**config.mk**
```make
export PLATFORM = sky130hd
export DESIGN_NAME = bht_update_sched_flat
export DESIGN_NICKNAME = d
export VERILOG_FILES = /design/src/rtl/bht_update_sched_pkg.sv /design/src/rtl/bht_update_sched_if.sv /design/src/rtl/bht_upd_fifo.sv /design/src/rtl/bht_update_sched.sv /design/src/flat_wrapper.sv
export SDC_FILE = /design/constraint.sdc
export NUM_CORES = 1
export LEC_CHECK = 0
export BUFFER_PORTS_ARGS = -buffer_cell sky130_fd_sc_hd__buf_2
export CORE_ASPECT_RATIO = 0.7
export CORE_MARGIN = 2
export CORE_UTILIZATION = 35
export DETAILED_ROUTE_END_ITERATION = 8
export SYNTH_ARGS = -nofsm -noshare
export SYNTH_HDL_FRONTEND = slang
export SYNTH_HIERARCHICAL = 1
export SYNTH_SLANG_ARGS = --single-unit
export TNS_END_PERCENT = 100
```
**constraint.sdc**
```tcl
create_clock -name clk -period 2.25 [get_ports clk]
set_input_delay 0.1125 -clock clk [delete_from_list [all_inputs] [get_ports clk]]
set_output_delay 0.1125 -clock clk [all_outputs]
set_load 0.01 [all_outputs]
```
**src/rtl/bht_update_sched_pkg.sv**
```systemverilog
// Shared types for the BHT update scheduler: index type, queued update record
// and scheduler state encoding.
package bht_update_sched_pkg;

  localparam int BHT_ENTRIES = 32;
  localparam int BHT_IDX_W   = 5;

  typedef logic [BHT_IDX_W-1:0] lc3b_p_index;

  typedef struct packed {
    lc3b_p_index index;
    logic        taken;
  } bht_upd_t;

  typedef enum logic [1:0] {
    INIT  = 2'd0,
    RUN   = 2'd1,
    DRAIN = 2'd2
  } bht_sched_state_t;

endpackage

```
**src/rtl/bht_update_sched_if.sv**
```systemverilog
// Resolve-stage handshake into the BHT update scheduler.
interface bht_update_sched_if;
  import bht_update_sched_pkg::*;

  logic        resolve_valid;
  lc3b_p_index resolve_index;
  logic        resolve_taken;
  logic        resolve_ready;

  modport master (output resolve_valid, resolve_index, resolve_taken,
                  input  resolve_ready);
  modport slave  (input  resolve_valid, resolve_index, resolve_taken,
                  output resolve_ready);
endinterface

```
**src/rtl/bht_upd_fifo.sv**
```systemverilog
// Circular buffer of pending BHT updates. Besides the head it exposes every
// slot with a live flag so the top can match fetch lookups against all
// queued updates in parallel.
module bht_upd_fifo
  import bht_update_sched_pkg::*;
#(
  parameter int DEPTH = 4,
  localparam int PW   = $clog2(DEPTH),
  localparam int CW   = PW + 1
) (
  input  logic                          clk,
  input  logic                          reset,
  input  logic                          push,
  input  bht_upd_t                      push_data,
  input  logic                          pop,
  output logic [CW-1:0]                 count,
  output bht_upd_t                      head,
  output logic [DEPTH-1:0]              ent_valid,
  output lc3b_p_index [DEPTH-1:0]       ent_index
);

  bht_upd_t [DEPTH-1:0] mem;
  logic [PW-1:0]        rd_ptr;
  logic [PW-1:0]        wr_ptr;

  // Storage carries no reset; only slots covered by count are ever consumed.
  always_ff @(posedge clk) begin
    if (push) mem[wr_ptr] <= push_data;
  end

  // Pointers wrap naturally since DEPTH is a power of two.
  always_ff @(posedge clk or posedge reset) begin
    if (reset) begin
      rd_ptr <= '0;
      wr_ptr <= '0;
      count  <= '0;
    end else begin
      if (push) wr_ptr <= wr_ptr + 1'b1;
      if (pop)  rd_ptr <= rd_ptr + 1'b1;
      case ({push, pop})
        2'b10:   count <= count + 1'b1;
        2'b01:   count <= count - 1'b1;
        default: count <= count;
      endcase
    end
  end

  assign head = mem[rd_ptr];

  // A slot is live when its distance from the read pointer is below count.
  for (genvar i = 0; i < DEPTH; i++) begin : g_slot
    logic [PW-1:0] off;
    assign off          = PW'(i) - rd_ptr;
    assign ent_valid[i] = CW'(off) < count;
    assign ent_index[i] = mem[i].index;
  end

endmodule

```
**src/rtl/bht_update_sched.sv**
```systemverilog
// BHT write sequencer: clears the whole table after reset or on reinit,
// then drains queued branch resolutions into the BHT write port, one per
// cycle, and flags fetch lookups that would read soon-to-change history.
module bht_update_sched
  import bht_update_sched_pkg::*;
#(
  parameter int DEPTH   = 4,
  parameter int ENTRIES = BHT_ENTRIES,
  parameter int IDX_W   = BHT_IDX_W
) (
  input  logic                 clk,
  input  logic                 reset,
  bht_update_sched_if.slave    res,
  input  logic                 upd_hold,
  input  logic                 reinit,
  input  logic [IDX_W-1:0]     lookup_index,
  output logic                 lookup_stale,
  output logic                 bht_we,
  output logic                 bht_clear,
  output logic [IDX_W-1:0]     bht_index,
  output logic                 bht_taken,
  output logic                 init_done
);

  localparam int CW = $clog2(DEPTH) + 1;

  bht_sched_state_t       state, state_nx;
  logic [IDX_W-1:0]       init_cnt, init_cnt_nx;
  logic                   ready, push, pop;
  logic [CW-1:0]          count;
  bht_upd_t               head;
  bht_upd_t               push_data;
  logic [DEPTH-1:0]       ent_valid;
  lc3b_p_index [DEPTH-1:0] ent_index;
  logic [DEPTH-1:0]       hit;
  logic                   nonempty;

  assign nonempty  = count != '0;
  assign push_data = '{index: res.resolve_index, taken: res.resolve_taken};

  bht_upd_fifo #(.DEPTH(DEPTH)) u_fifo (
    .clk       (clk),
    .reset     (reset),
    .push      (push),
    .push_data (push_data),
    .pop       (pop),
    .count     (count),
    .head      (head),
    .ent_valid (ent_valid),
    .ent_index (ent_index)
  );

  // State and clear-walk counter.
  always_ff @(posedge clk or posedge reset) begin
    if (reset) begin
      state    <= INIT;
      init_cnt <= '0;
    end else begin
      state    <= state_nx;
      init_cnt <= init_cnt_nx;
    end
  end

  // Next state, acceptance and drain decisions. Ready depends only on the
  // state and occupancy, so a full FIFO stays closed even in a pop cycle.
  always_comb begin
    state_nx    = state;
    init_cnt_nx = init_cnt;
    ready       = 1'b0;
    pop         = 1'b0;
    case (state)
      INIT: begin
        if (reinit) begin
          init_cnt_nx = '0;
        end else if (init_cnt == IDX_W'(ENTRIES - 1)) begin
          state_nx    = RUN;
          init_cnt_nx = '0;
        end else begin
          init_cnt_nx = init_cnt + 1'b1;
        end
      end
      RUN: begin
        ready = count != CW'(DEPTH);
        pop   = nonempty && !upd_hold;
        if (reinit) state_nx = DRAIN;
      end
      DRAIN: begin
        pop = nonempty && !upd_hold;
        if (!nonempty) begin
          state_nx    = INIT;
          init_cnt_nx = '0;
        end
      end
      default: begin
        state_nx    = INIT;
        init_cnt_nx = '0;
      end
    endcase
    push = res.resolve_valid && ready;
  end

  assign res.resolve_ready = ready;

  // Registered BHT write port: clear walk in INIT, otherwise FIFO head.
  always_ff @(posedge clk or posedge reset) begin
    if (reset) begin
      bht_we    <= 1'b0;
      bht_clear <= 1'b0;
      bht_index <= '0;
      bht_taken <= 1'b0;
    end else if (state == INIT) begin
      bht_we    <= 1'b1;
      bht_clear <= 1'b1;
      bht_index <= init_cnt;
      bht_taken <= 1'b0;
    end else if (pop) begin
      bht_we    <= 1'b1;
      bht_clear <= 1'b0;
      bht_index <= IDX_W'(head.index);
      bht_taken <= head.taken;
    end else begin
      bht_we    <= 1'b0;
      bht_clear <= 1'b0;
    end
  end

  // Lookup matches against every queued update and the write in flight.
  for (genvar i = 0; i < DEPTH; i++) begin : g_hit
    assign hit[i] = ent_valid[i] && (IDX_W'(ent_index[i]) == lookup_index);
  end

  assign lookup_stale = (state != RUN) || (|hit) ||
                        (bht_we && !bht_clear && (bht_index == lookup_index));
  assign init_done    = state == RUN;

endmodule
```
**src/flat_wrapper.sv**
```systemverilog
// flat-port wrapper written by rule: the top's interface ports become plain ports
module bht_update_sched_flat import bht_update_sched_pkg::*;
#(
  parameter int DEPTH   = 4,
  parameter int ENTRIES = BHT_ENTRIES,
  parameter int IDX_W   = BHT_IDX_W
)
  (clk, reset, upd_hold, reinit, lookup_index, lookup_stale, bht_we, bht_clear, bht_index, bht_taken, init_done, res_resolve_valid, res_resolve_index, res_resolve_taken, res_resolve_ready);
  bht_update_sched_if res_i ();
  input  logic clk;
  input  logic reset;
  input  logic upd_hold;
  input  logic reinit;
  input  logic [IDX_W-1:0] lookup_index;
  output logic lookup_stale;
  output logic bht_we;
  output logic bht_clear;
  output logic [IDX_W-1:0] bht_index;
  output logic bht_taken;
  output logic init_done;
  input wire logic [$bits(res_i.resolve_valid)-1:0] res_resolve_valid;
  input wire logic [$bits(res_i.resolve_index)-1:0] res_resolve_index;
  input wire logic [$bits(res_i.resolve_taken)-1:0] res_resolve_taken;
  output wire logic [$bits(res_i.resolve_ready)-1:0] res_resolve_ready;
  assign res_i.resolve_valid = res_resolve_valid;
  assign res_i.resolve_index = res_resolve_index;
  assign res_i.resolve_taken = res_resolve_taken;
  assign res_resolve_ready = res_i.resolve_ready;
  bht_update_sched #(.DEPTH(DEPTH), .ENTRIES(ENTRIES), .IDX_W(IDX_W)) u_core (.clk(clk), .reset(reset), .res(res_i), .upd_hold(upd_hold), .reinit(reinit), .lookup_index(lookup_index), .lookup_stale(lookup_stale), .bht_we(bht_we), .bht_clear(bht_clear), .bht_index(bht_index), .bht_taken(bht_taken), .init_done(init_done));
endmodule
```
==> impl_metrics.env <==
export IMPL_hold_viol=0
export IMPL_gp_congestion=0.849
export IMPL_cts_path_max_buffers=2
export IMPL_critPathSlowestCell="dfrtp_1"
export IMPL_critical_path_max_fanout=9
export IMPL_worst_pin_slew_ns=0.560
export IMPL_cp_top_family="flip-flops"
export IMPL_synth_cell_types=38
export IMPL_cp_arrival_ns=2.01
export IMPL_crit_end="lookup_stale"
export IMPL_regToRegSetupSlack_ns=0.14
export IMPL_cp_required_ns=2.14
export IMPL_synth_top_cell_by_area="edfxtp_1"
export IMPL_antenna_found_initial=0
export IMPL_synthCells=225
export IMPL_drt_wl_total_um=4930
export IMPL_drv_slew=0
export IMPL_crit_type="reg2out"
export IMPL_overflow=0
export IMPL_cts_tree="built"
export IMPL_port_buffer_count=26
export IMPL_powerDensity_mw_per_mm2=572
export IMPL_antenna_left=0
export IMPL_coreArea_mm2=0.00725
export IMPL_clk_pin_slew_worst_paths_ns=0.08
export IMPL_grt_usage_pct=13.0
export IMPL_hold_path_class="in2reg"
export IMPL_clk_insertion_delay_late_ns=0.31
export IMPL_grt_pass1_wl_um=8050
export IMPL_dp_hpwl_um=3810
export IMPL_rsz0062_at_grt="no"
export IMPL_outcome="completed"
export IMPL_synth_top_cell_area_share_pct=27.5
export IMPL_period_minus_slack_ns=2.12
export IMPL_place_ws_ns=0.138
export IMPL_synth_nets=256
export IMPL_clock_sinks=46
export IMPL_fmaxAchievable_mhz=472
export IMPL_setup_viol=0
export IMPL_reg2regPathDepth=11
export IMPL_rr_endpoint="u_core/u_fifo/count[2]"
export IMPL_layout_common_cells="buf_2 (26), edfxtp_1 (24), dfrtp_1 (22)"
export IMPL_drv_cap=0
export IMPL_syn_area_mm2=0.00262
export IMPL_leakage_nw=1.15
export IMPL_grt_max_degree=17
export IMPL_hold_start="res_resolve_index[3]"
export IMPL_cp_depth=9
export IMPL_place_area_mm2=0.00273
export IMPL_cts_buffers=5
export IMPL_drtIter0Drc=72
export IMPL_finalNetCount=269
export IMPL_final_seq_area_mm2=0.00127
export IMPL_fin_area_mm2=0.00286
export IMPL_initial_core_util_pct=36.1
export IMPL_root_buffer="clkbuf_8"
export IMPL_die_w_um=107
export IMPL_ir_drop_uv=196
export IMPL_first_pass_iters=4
export IMPL_final_common_cell="buf_2"
export IMPL_max_stage_delay_ns=0.41
export IMPL_worstSetupEndpointType="output pin"
export IMPL_ys_warn_count=6
export IMPL_grt_pass1_vias=1588
export IMPL_fin_skew_ns=0.0156
export IMPL_syn_to_final_growth_pct=9.23
export IMPL_timing_rr_start="u_core/state[1]"
export IMPL_die_area_mm2=0.00819
export IMPL_ys_seq_elements=46
export IMPL_final_fill_count=710
export IMPL_worstPathCellList="buf_6, inv_1, ha_1, a21oi_2, o21bai_1, and3_1, a31oi_1, nand4_1, buf_2"
export IMPL_dieHeight_um=76.3
export IMPL_drt_wirelength_per_cell_um=14.6
export IMPL_synth_area_leaders="edfxtp_1 (28%), dfrtp_1 (21%), xor2_1 (7.4%), ha_1 (6.7%), buf_4 (5.7%)"
export IMPL_start_kind="flop"
export IMPL_cp_num_buf_inv=3
export IMPL_drive_above_1_share_pct=25.1
export IMPL_timing_hold_ws_ns=0.0196
export IMPL_ios=27
export IMPL_fin_crit_sh_pct=94.2
export IMPL_tns_ns=0
export IMPL_routed_via_density=4.77
export IMPL_setup_ws_ns=0.130
export IMPL_cp_startpoint="u_core/u_fifo/rd_ptr[1]"
export IMPL_drc=0
export IMPL_synth_yosys_seq_area_share_pct=48.6
export IMPL_synth_avg_cell_area_um2=11.6
export IMPL_cts_max_level=2
export IMPL_dr_total_vias=1607
export IMPL_num_rows=26
export IMPL_n_antenna_cell=0
export IMPL_slew_headroom_pct=62.6
export IMPL_multi_input_area_mm2=0.00112
-- state kept, by name, indices dropped and copies added (netlist names) --
signal,count
u_core/bht_clear,1
u_core/bht_index,5
u_core/bht_taken,1
u_core/bht_we,1
u_core/init_cnt,5
u_core/state,2
u_core/u_fifo/count,3
u_core/u_fifo/ent_index,20
u_core/u_fifo/mem,4
u_core/u_fifo/rd_ptr,2
u_core/u_fifo/wr_ptr,2
-- Yosys cell counts, drive strengths merged --
cell type / number
mux4: 6
nand2: 16
nor3: 1
nor4b: 1
edfxtp: 24
mux2i: 6
xnor2: 10
o21ai: 13
ha: 14
nor2b: 3
and3: 2
buf: 23
o21bai: 1
dfrtp: 22
inv: 12
nor4: 4
nand3: 4
nand4: 2
o31ai: 1
a21oi: 5
nand2b: 3
and2: 5
or2: 6
fa: 1
nor2: 5
xor2: 22
a21boi: 1
nor3b: 1
clkbuf: 6
a31o: 1
o31a: 2
a31oi: 2
-- timing repair --
item / 4_1_cts / 5_1_grt
buffers inserted: 0 / 2
endpoints found under the hold margin: 22 / 0
setup endpoints to repair: 0 / 2
hold buffers: 1 / 0
gates resized for setup: 0 / 6
-- cells by family after synthesis --
family	share of synthesized area (%)
xor gates and xnor gates	10.7
AOI/OAI and AO/OA	5.83
buffers and inverters	9.13
adders and majority gates	7.46
DFF	48.6
muxes	7.60
and+or+nand+nor	10.7
-- through the flow --
step                util (%)  std cells  total power [W]
finish                  39.4        337          0.00163
global route            39.4        337          0.00173
CTS                     38.9        335          0.00165
detailed placement      37.6        326          0.00114
global placement        37.6        326          0.00113
floorplan                  -        225          0.00107
-- power breakdown --
| part | total [W] | switching, W | internal, W | leakage (nW) |
|---|---|---|---|---|
| Sequential | 0.000948 | 0.0000328 | 0.000915 | 0.503 |
| Clock | 0.000506 | 0.000287 | 0.000218 | 0.0441 |
| Combinational | 0.000181 | 0.0000997 | 0.0000812 | 0.604 |
| Total | 0.00163 | 0.000420 | 0.00121 | 1.15 |
-- layer usage --
| layer | up-vias | GRT usage, % | wire length (µm) |
|---|---|---|---|
| met5 | - | 0 | 0 |
| met4 | 0 | 3.85 | 51 |
| met3 | 6 | 4.53 | 295 |
| met2 | 39 | 17.8 | 2030 |
| met1 | 786 | 19.2 | 2550 |
| li1 | 776 | - | - |
-- final cells by class --
class / count / share of cell area, %
sequential: 46 / 44.5
clock inverter: 3 / 0.744
tap: 98 / 4.29
clock buffer: 5 / 2.41
timing repair buffer: 35 / 7.14
inverter: 12 / 1.58
multi-input combinational: 138 / 39.4
-- worst min path at each step --
stage	endpoint	slack (ns)	cells past startpoint
after floorplan	u_core/u_fifo/count[0]	-0.08	1
after global placement	u_core/u_fifo/count[1]	0.08	2
after detailed placement	u_core/u_fifo/count[1]	0.09	2
after CTS	u_core/u_fifo/ent_index[5]	0.008	1
after global routing	u_core/u_fifo/ent_index[8]	0.002	1
final	u_core/u_fifo/ent_index[13]	0.02	1
(Power assumes the default switching activity.)
